`src/rtl/ne_win_ctrl.sv`:
```
// Window sequencer for the nonlinear-energy unit: drops two warm-up terms, sums WIN_LEN-2 terms per window.
// Define NE_WIN_THRESH_EN to add the thresh input and registered m_detect flag.
module ne_win_ctrl #(
  parameter int DATA_WIDTH = 32,
  parameter int NE_WIDTH   = 64,
  parameter int WIN_LEN    = 256,
  localparam int ACC_WIDTH = NE_WIDTH + $clog2(WIN_LEN)
) (
  input  logic                         clk,
  input  logic                         rst,
  input  logic signed [DATA_WIDTH-1:0] s_data,
  input  logic                         s_valid,
  output logic                         s_ready,
  output logic signed [DATA_WIDTH-1:0] ne_din,
  output logic                         ne_en,
  output logic                         ne_rst,
  input  logic signed [NE_WIDTH-1:0]   ne_dout,
`ifdef NE_WIN_THRESH_EN
  input  logic signed [ACC_WIDTH-1:0]  thresh,
  output logic                         m_detect,
`endif
  output logic signed [ACC_WIDTH-1:0]  m_sum,
  output logic [15:0]                  m_win,
  output logic                         m_valid,
  input  logic                         m_ready
);

  localparam int CNT_W = $clog2(WIN_LEN);
  localparam int EXT_W = ACC_WIDTH - NE_WIDTH;
  localparam logic [CNT_W-1:0] CNT_LAST = CNT_W'(WIN_LEN - 1);
  localparam logic [CNT_W-1:0] CNT_TWO  = CNT_W'(2);

  typedef enum logic [1:0] {CLEAR, FILL, DRAIN, HOLD} state_t;

  state_t                      state_q;
  logic [CNT_W-1:0]            cnt_q;
  logic                        pend_q;
  logic signed [ACC_WIDTH-1:0] acc_q;
  logic signed [ACC_WIDTH-1:0] m_sum_q;
  logic [15:0]                 m_win_q;
  logic                        s_ready_q;
  logic                        ne_rst_q;
  logic                        m_valid_q;
  logic                        accept;
  logic signed [ACC_WIDTH-1:0] term_d;
  logic signed [ACC_WIDTH-1:0] sum_d;
`ifdef NE_WIN_THRESH_EN
  logic                        m_detect_q;
`endif

  assign accept = s_valid & s_ready_q;
  assign term_d = {{EXT_W{ne_dout[NE_WIDTH-1]}}, ne_dout};
  assign sum_d  = acc_q + term_d;

  assign s_ready = s_ready_q;
  assign ne_din  = s_data;
  assign ne_en   = ~accept;
  assign ne_rst  = ne_rst_q;
  assign m_sum   = m_sum_q;
  assign m_win   = m_win_q;
  assign m_valid = m_valid_q;
`ifdef NE_WIN_THRESH_EN
  assign m_detect = m_detect_q;
`endif

  // Flag outputs are registered alongside the state so they always match it.
  always_ff @(posedge clk or negedge rst) begin
    if (!rst) begin
      state_q    <= CLEAR;
      cnt_q      <= '0;
      pend_q     <= 1'b0;
      acc_q      <= '0;
      m_sum_q    <= '0;
      m_win_q    <= '0;
      s_ready_q  <= 1'b0;
      ne_rst_q   <= 1'b1;
      m_valid_q  <= 1'b0;
`ifdef NE_WIN_THRESH_EN
      m_detect_q <= 1'b0;
`endif
    end else begin
      case (state_q)
        CLEAR: begin
          acc_q     <= '0;
          cnt_q     <= '0;
          pend_q    <= 1'b0;
          ne_rst_q  <= 1'b0;
          s_ready_q <= 1'b1;
          state_q   <= FILL;
        end
        FILL: begin
          // The term of the previous accept is on ne_dout for exactly this cycle.
          if (pend_q) acc_q <= sum_d;
          pend_q <= accept && (cnt_q >= CNT_TWO);
          if (accept) begin
            cnt_q <= cnt_q + CNT_W'(1);
            if (cnt_q == CNT_LAST) begin
              s_ready_q <= 1'b0;
              state_q   <= DRAIN;
            end
          end
        end
        DRAIN: begin
          m_sum_q    <= sum_d;
`ifdef NE_WIN_THRESH_EN
          m_detect_q <= sum_d > thresh;
`endif
          pend_q     <= 1'b0;
          m_valid_q  <= 1'b1;
          state_q    <= HOLD;
        end
        HOLD: begin
          if (m_ready) begin
            m_valid_q <= 1'b0;
            m_win_q   <= m_win_q + 16'd1;
            ne_rst_q  <= 1'b1;
            state_q   <= CLEAR;
          end
        end
        default: begin
          ne_rst_q  <= 1'b1;
          s_ready_q <= 1'b0;
          m_valid_q <= 1'b0;
          state_q   <= CLEAR;
        end
      endcase
    end
  end

endmodule

```
`config.mk`:
```
export PLATFORM = sky130hd
export DESIGN_NAME = ne_win_ctrl
export DESIGN_NICKNAME = d
export VERILOG_FILES = /design/src/rtl/ne_win_ctrl.sv
export SDC_FILE = /design/constraint.sdc
export NUM_CORES = 1
export LEC_CHECK = 0
export ABC_AREA = 1
export CORE_UTILIZATION = 55
export DETAILED_ROUTE_END_ITERATION = 12
export GPL_TIMING_DRIVEN = 0
export PLACE_DENSITY = 0.82
export REMOVE_ABC_BUFFERS = 1
export SLEW_MARGIN = 0
export SYNTH_ARGS = -nofsm -noshare
export SYNTH_HDL_FRONTEND = slang
export SYNTH_SLANG_ARGS = --single-unit
```
`constraint.sdc`:
```
create_clock -name clk -period 2.5 [get_ports clk]
set_clock_uncertainty 0.2 [all_clocks]
set_input_delay 0.5 -clock clk [delete_from_list [all_inputs] [get_ports clk]]
set_output_delay 0.5 -clock clk [all_outputs]
set_load 0.02 [all_outputs]
```
==> impl_metrics.csv <==
group,metric,value,unit
run_status,status,"complete, but fails checks",
run_status,violations,"setup timing",
synthesis,synth_cell_types,40,
synthesis,async_flop_share,1.00,
placed_design,numPortBuffers,159,
global_route,antenna_found_initial,0,
critical_path,crit_required,2.62,ns
drt,ant_nets,0,
floorplan,core_area,23500,sq um
power,leakage,9.17,nW
floorplan,rows,56,
power,power_density,795,nW/um^2
global_route,grt-ovfl-total,0,
synthesis,synthTopCellsByCount,"nand2_1, inv_1, dfrtp_1",
global_route,grt_pass1_wl,72300,um
sta,relSlewSlack,0.600,
clock_tree,cts_buffers,17,
synthesis,synthAdderAreaFrac,0.0764,
final_layout,drive_above_1_share,0.203,
global_route,grt_max_degree,103,
sta,slew_violations,0,
global_route,track_usage,0.390,
synthesis,yosysSeqAreaShare,0.330,
clock_tree,clk_pin_slew,0.08,ns
final_layout,area_growth,35.1,%
synthesis,synth_compound_area_frac,0.0794,
synthesis,synth-main-ff-cell,"dfrtp_1",
drt,wire_per_inst,20.3,um
floorplan,fp.dieH,157,um
sta,setup_tns,-0.593,ns
synthesis,synth-xor-area-share,0.0311,
synthesis,yosys.area_share.simple,0.376,
synthesis,synth_edf_count,0,
power,total_power,14.2,mW
job,maxCapViolCount,0,
sta,finalHoldViolations,0,
critical_path,end_kind,"register",
critical_path,crit_fanout,5,
synthesis,syn_area_per_cell,6.55,sq um
synthesis,yosysWarnings,0,
global_route,grt_pass1_vias,13396,
synthesis,yosysMostFrequentCell,"nand2_1",
power,vdd_drop_max,0.853,mV
placed_design,dpl.hpwl,34900,um
drt,drc_errors,0,
sta,period_share,1.03,
floorplan,die-area,24600,sq um
synthesis,synthMuxAreaShare,0,
drt,drt_iter0_drc,1575,
clock_tree,clk_latency,0.46,ns
sta,rsz0062_at_grt,"true",
clock_tree,clockBufferDepth,2,
final_layout,num-nets-final,2362,
sta,fmax,388,MHz
drt,drtPass1Iterations,6,
critical_path,crit_type,"input pin to register",
clock_tree,clockRootBuffer,"clkbuf_16",
critical_path,arrival,2.70,ns
clock_tree,cts_htree_levels,4,
synthesis,yosysTopAreaCellShare,0.328,
sta,period_minus_slack,2.58,ns
synthesis,syn-cell-area,13200,sq um
synthesis,synth.top_cells.by_area,"dfrtp_1, nand2_1, inv_1",
placed_design,gp_congestion,0.965,
sta,worst_pin_slew,0.601,ns
sta,setup-violations-final,20,
drt,routed_via_density,5.80,
drt,routed_wirelength,51100,um
synthesis,yosysTopAreaCell,"dfrtp_1",
floorplan,initial_core_util,0.562,
sta,setup_slack,-0.0768,ns
clock_tree,clock_sinks,174,
synthesis,synth_top_family_by_area,"simple AND/OR/NAND/NOR gates",
floorplan,num_io_pins,224,
critical_path,cp-start-kind,"input pin",
min_path,hp-class,"register to register",
floorplan,die_w,157,um
final_layout,antenna_cells,0,
synthesis,synth_seq_cells,174,
clock_tree,cts_tree,"yes",
drt,vias,14590,
synthesis,synthCells,2016,
critical path, stage by stage:
cell and delay [ns]:
clkdlybuf4s50_1 0.55, ha_4 0.25, nand2_2 0.15, inv_1 0.08, nand2_1 0.20, nand3_4 0.16
nand2_1 0.09, nand2_1 0.12, nand2_2 0.11, nand2_4 0.09, nand2_1 0.09, nand3b_1 0.10
nand3_1 0.12, nand2_1 0.10
where the power goes:
| group | switching (mW) | internal, mW |
|---|---|---|
| Clock | 1.51 | 1.48 |
| Sequential | 0.547 | 3.62 |
| Combinational | 4.28 | 2.75 |
layer usage:
metal  global-route usage  share of wire  vias up
met5               0.0104              0        -
met4               0.0971          0.038        0
met3                0.109           0.12      192
met2                0.601           0.44      945
met1                0.537           0.40     6862
li1                     -              -     6591
state kept, by name, summed over array words and instances (netlist names):
name     cells
pend_q       1
ne_rst       1
state_q      2
m_win       16
s_ready      1
cnt_q        8
acc_q       72
m_valid      1
m_sum       72
per-stage QoR:
step / util / hold WS (ns) / std cells / setup slack [ns] / cell area, sq um
finish: 0.760 / 0.282 / 2514 / -0.0768 / 17800
detailed placement: 0.637 / 0.264 / 2437 / -1.63 / 15000
global placement: 0.632 / 0.260 / 2432 / -6.53 / 14800
floorplan: - / 0.00441 / 1954 / -1.44 / 12800
global route: 0.760 / 0.310 / 2514 / -0.126 / 17800
CTS: 0.698 / 0.284 / 2489 / 0.000596 / 16400
final timing paths:
| kind | start | to | slack [ns] | depth (start not counted) |
|---|---|---|---|---|
| max in group asynchronous | rst | acc_q[60] | 0.76 | 3 |
| worst max register to register | acc_q[0] | m_sum[42] | -0.02 | 15 |
| worst max-delay path | ne_dout[6] | acc_q[43] | -0.08 | 14 |
| worst min-delay path | m_sum[26] | m_sum[26] | 0.28 | 2 |
| worst min register to register | m_sum[26] | m_sum[26] | 0.28 | 2 |
| min in group asynchronous | rst | m_sum[71] | 0.39 | 2 |
placed cells by master (no fill, tap or decap), types with 28 or more instances in the layout:
cell             synthesis  final
a21oi_1                 93     62
buf_4                   32     40
clkdlybuf4s50_1          0    130
dfrtp_1                173    172
ha_4                     0     59
inv_1                  274    262
nand2_1                799    712
nand2_2                 26     81
nand2_4                  0     31
nand3_1                111     97
nor2_1                 145     88
nor2_2                  26     59
o21ai_0                 78     68
xnor2_1                 29     28
kinds of logic after synthesis:
| kind of cell | count (synthesis) |
|---|---|
| adders and majority gates | 80 |
| and+or+nand+nor | 1175 |
| buffers and inverters | 343 |
| xor gates and xnor gates | 46 |
| AOI/OAI and AO/OA | 198 |
| DFF | 174 |
cell type report:
class,count,area [sq um]
Clock buffer,17,425
Clock inverter,15,213
Fill cell,1659,5640
Inverter,281,1070
Multi-Input combinational cell,1500,9260
Sequential cell,174,4360
Tap cell,319,399
Timing Repair Buffer,208,2110
timing repair:
action | CTS | global route
gates cloned | 1 | 0
setup endpoints to repair | 121 | 133
hold buffers | 1 | 0
gates resized for setup | 142 | 289
setup buffers | 18 | 25
pin swaps | 26 | 74
endpoints found under the hold margin | 72 | 0
Power figures use the tool's default switching activity.
==> RTL change, RTL diff (config.mk and constraints unchanged) <==
Change the parameter `DATA_WIDTH` from 32 to 16.
--- a/src/rtl/ne_win_ctrl.sv
+++ b/src/rtl/ne_win_ctrl.sv
@@ -1,7 +1,7 @@
 // Window sequencer for the nonlinear-energy unit: drops two warm-up terms, sums WIN_LEN-2 terms per window.
 // Define NE_WIN_THRESH_EN to add the thresh input and registered m_detect flag.
 module ne_win_ctrl #(
-  parameter int DATA_WIDTH = 32,
+  parameter int DATA_WIDTH = 16,
   parameter int NE_WIDTH   = 64,
   parameter int WIN_LEN    = 256,
   localparam int ACC_WIDTH = NE_WIDTH + $clog2(WIN_LEN)
Ports: changed (resized ne_din and s_data); port bits go from 224 to 192. No check against the original RTL was run, so the function may have changed too.
==> RTL change against the original RTL <==
  * Die area decreased by 0.90%
  * Register-to-register slack improved by 0.10 ns
  * Final area shrank 0.62%
  * Setup slack improved by 0.082 ns
  * Critical path depth is 1 lower
  * Sequential cell count is the same
  * Total power is 2.7% lower
  * Global-route usage fell by 2.6 points
  * Fmax rose by 3.3%
  * Routed wire length shrank 9.8%
  * Synthesized area decreased by 0.91%
  * Worst hold slack worse by 0.0022 ns
  * Synthesized cell count fell by 0.79%
  * Largest cell class unchanged
==> RTL change: results <==
global_routing:
  first_global_vias: 12720
  pin_count_of_the_biggest_net_entering_global_routing: 98
  initial_antenna_violation_count: 0
  grt_first_pass_wirelength_mm: 67.29
  grt_use_total_pct: 36.38
clock_network:
  clock_transition_at_the_register_clock_pins_on_the_worst_setup_and_hold_paths_after_cts_ns: 0.09
  cts_htree_levels: 4
  cts_max_path_buffers: 2
  numCtsBuffers: 17
  cts_root_buffer: "sky130_fd_sc_hd__clkbuf_16"
  insertion_delay_ns: 0.45
worst_setup_path:
  cp_slowest_cell: "sky130_fd_sc_hd__clkdlybuf4s50_1"
  worstRegToRegCells: 9
  critical-path-top-delay-family: "simple AND/OR/NAND/NOR gates"
  worst-r2r-setup-slack_ns: 0.08
  critical_path.reg2reg.startpoint: "state_q[1]"
  worstPathMaxFanout: 4
  worst-endpoint-arrival_ns: 2.64
  maximum_single_stage_delay_on_the_critical_path_ns: 0.51
  worst_reg2reg_path_endpoint: "acc_q[13]"
synth:
  ys_async_sr_fraction_pct: 100.0
  synth_top_cells_by_area: "sky130_fd_sc_hd__dfrtp_1, sky130_fd_sc_hd__nand2_1, sky130_fd_sc_hd__inv_1"
  yosys-mux-area-fraction_pct: 0
  post_synth_fa_ha_maj_area_fraction_pct: 7.711
  yosysSeqAreaShare_pct: 33.30
  synth.lib_cells_used.distinct: 40
  synth_xor_area_share_pct: 3.138
  synth_compound_area_share_pct: 8.008
  yosys-top-cells-count: "sky130_fd_sc_hd__nand2_1, sky130_fd_sc_hd__inv_1, sky130_fd_sc_hd__dfrtp_1"
  synth_warnings: 0
worst_hold_path:
  holdPathEnd: "m_sum[32]"
  worstHoldPathType: "flop to flop"
  worstHoldPathCells: 2
  worstHoldStart: "m_sum[32]"
final_layout:
  fin_nets: 2343
  final_layout_size_suffix_gt1_share_pct: 20.53
  fillers: 1794
  insertedDiodeCount: 0
placed_design:
  pre_cts_ws_ns: -1.730
  place.gp.congestion: 0.9605
  detailed_place_hpwl_mm: 33.99
  buffer_ports.inserted: 159
drt:
  routed_wirelength_normalized_by_instance_count_um: 18.37
  via_density_per_instance: 5.594
  first_iter_violations: 1440
  drt_pre_antenna_iters: 7
sta:
  max_slew.worst_pin.slew_ns: 0.7895
run_status:
  status: "complete, no violations"
power_and_ir_drop:
  peakVddDrop_uv: 764.4
  leakagePower_uw: 0.008903
## RTL change: cell count changes after synthesis, sizes merged
cell	delta
buf	-16
## RTL change: where the power goes
part / switching (µW) / internal [µW] / leakage (µW)
clock network: 1400 / 1350 / 0.000289
logic: 4150 / 2770 / 0.00633
registers: 506 / 3620 / 0.00228
## RTL change: logic make-up (layout without fill, tap and decap cells)
family	Yosys count	count (layout)
xor gates and xnor gates	46	46
AOI/OAI and AO/OA	198	198
DFF	174	174
adders and majority gates	80	80
and+or+nand+nor	1175	1176
buffers and inverters	327	518
## RTL change: final cells by class
| type | count | area share, % |
|---|---|---|
| well taps | 319 | 2.252 |
| clock inverters | 15 | 0.9956 |
| clock buffers | 17 | 2.401 |
| repair buffers | 205 | 11.68 |
| inverters | 281 | 6.044 |
| multi-input cells | 1500 | 52.05 |
| flip-flops and latches | 174 | 24.58 |
## RTL change: worst max-delay path by stage
| stage | slack (ns) | startpoint | cells after the start | endpoint |
|---|---|---|---|---|
| after floorplan | -1.44 | state_q[1] | 7 | acc_q[24] |
| after global placement | -6.58 | rst | 1 | m_sum[1] |
| after detailed placement | -1.73 | state_q[1] | 9 | acc_q[2] |
| after CTS | -0.04 | ne_dout[18] | 14 | acc_q[51] |
| after global routing | -0.09 | ne_dout[3] | 16 | m_sum[50] |
| final | 0.005 | ne_dout[38] | 13 | m_sum[65] |
## RTL change: routing by layer
layer | GRT usage (%) | part of all wire (%)
met1 | 53.48 | 44
met2 | 54.87 | 44
met3 | 6.194 | 9.5
met4 | 9.617 | 2.5
met5 | 0 | 0
## RTL change: metrics by stage
step | std cells | hold WS [ns] | cell area (µm²) | TNS, ns
4_1_cts | 2488 | 0.2841 | 16280 | -0.04689
3_5_place_dp | 2437 | 0.2640 | 14960 | -149.17
2_1_floorplan | 1954 | 0.004409 | 12830 | -158.97
6_report | 2511 | 0.2798 | 17720 | 0
3_3_place_gp | 2432 | 0.2615 | 14830 | -1651.59
5_1_grt | 2511 | 0.2945 | 17720 | -1.511
## RTL change: repair_timing
item                                   4_1_cts  5_1_grt
cloned                                       1        0
endpoints found under the hold margin       77        0
resized for setup                          134      274
setup buffers                               17       23
hold buffers                                 1        0
pin swaps                                   18       60
setup endpoints to repair                  138      122
## RTL change: worst min-delay path, delay by kind of cell, from the launching register on
| kind | cells | cell delay, ns |
|---|---|---|
| DFF | 1 | 0.34 |
| and+or+nand+nor | 2 | 0.10 |
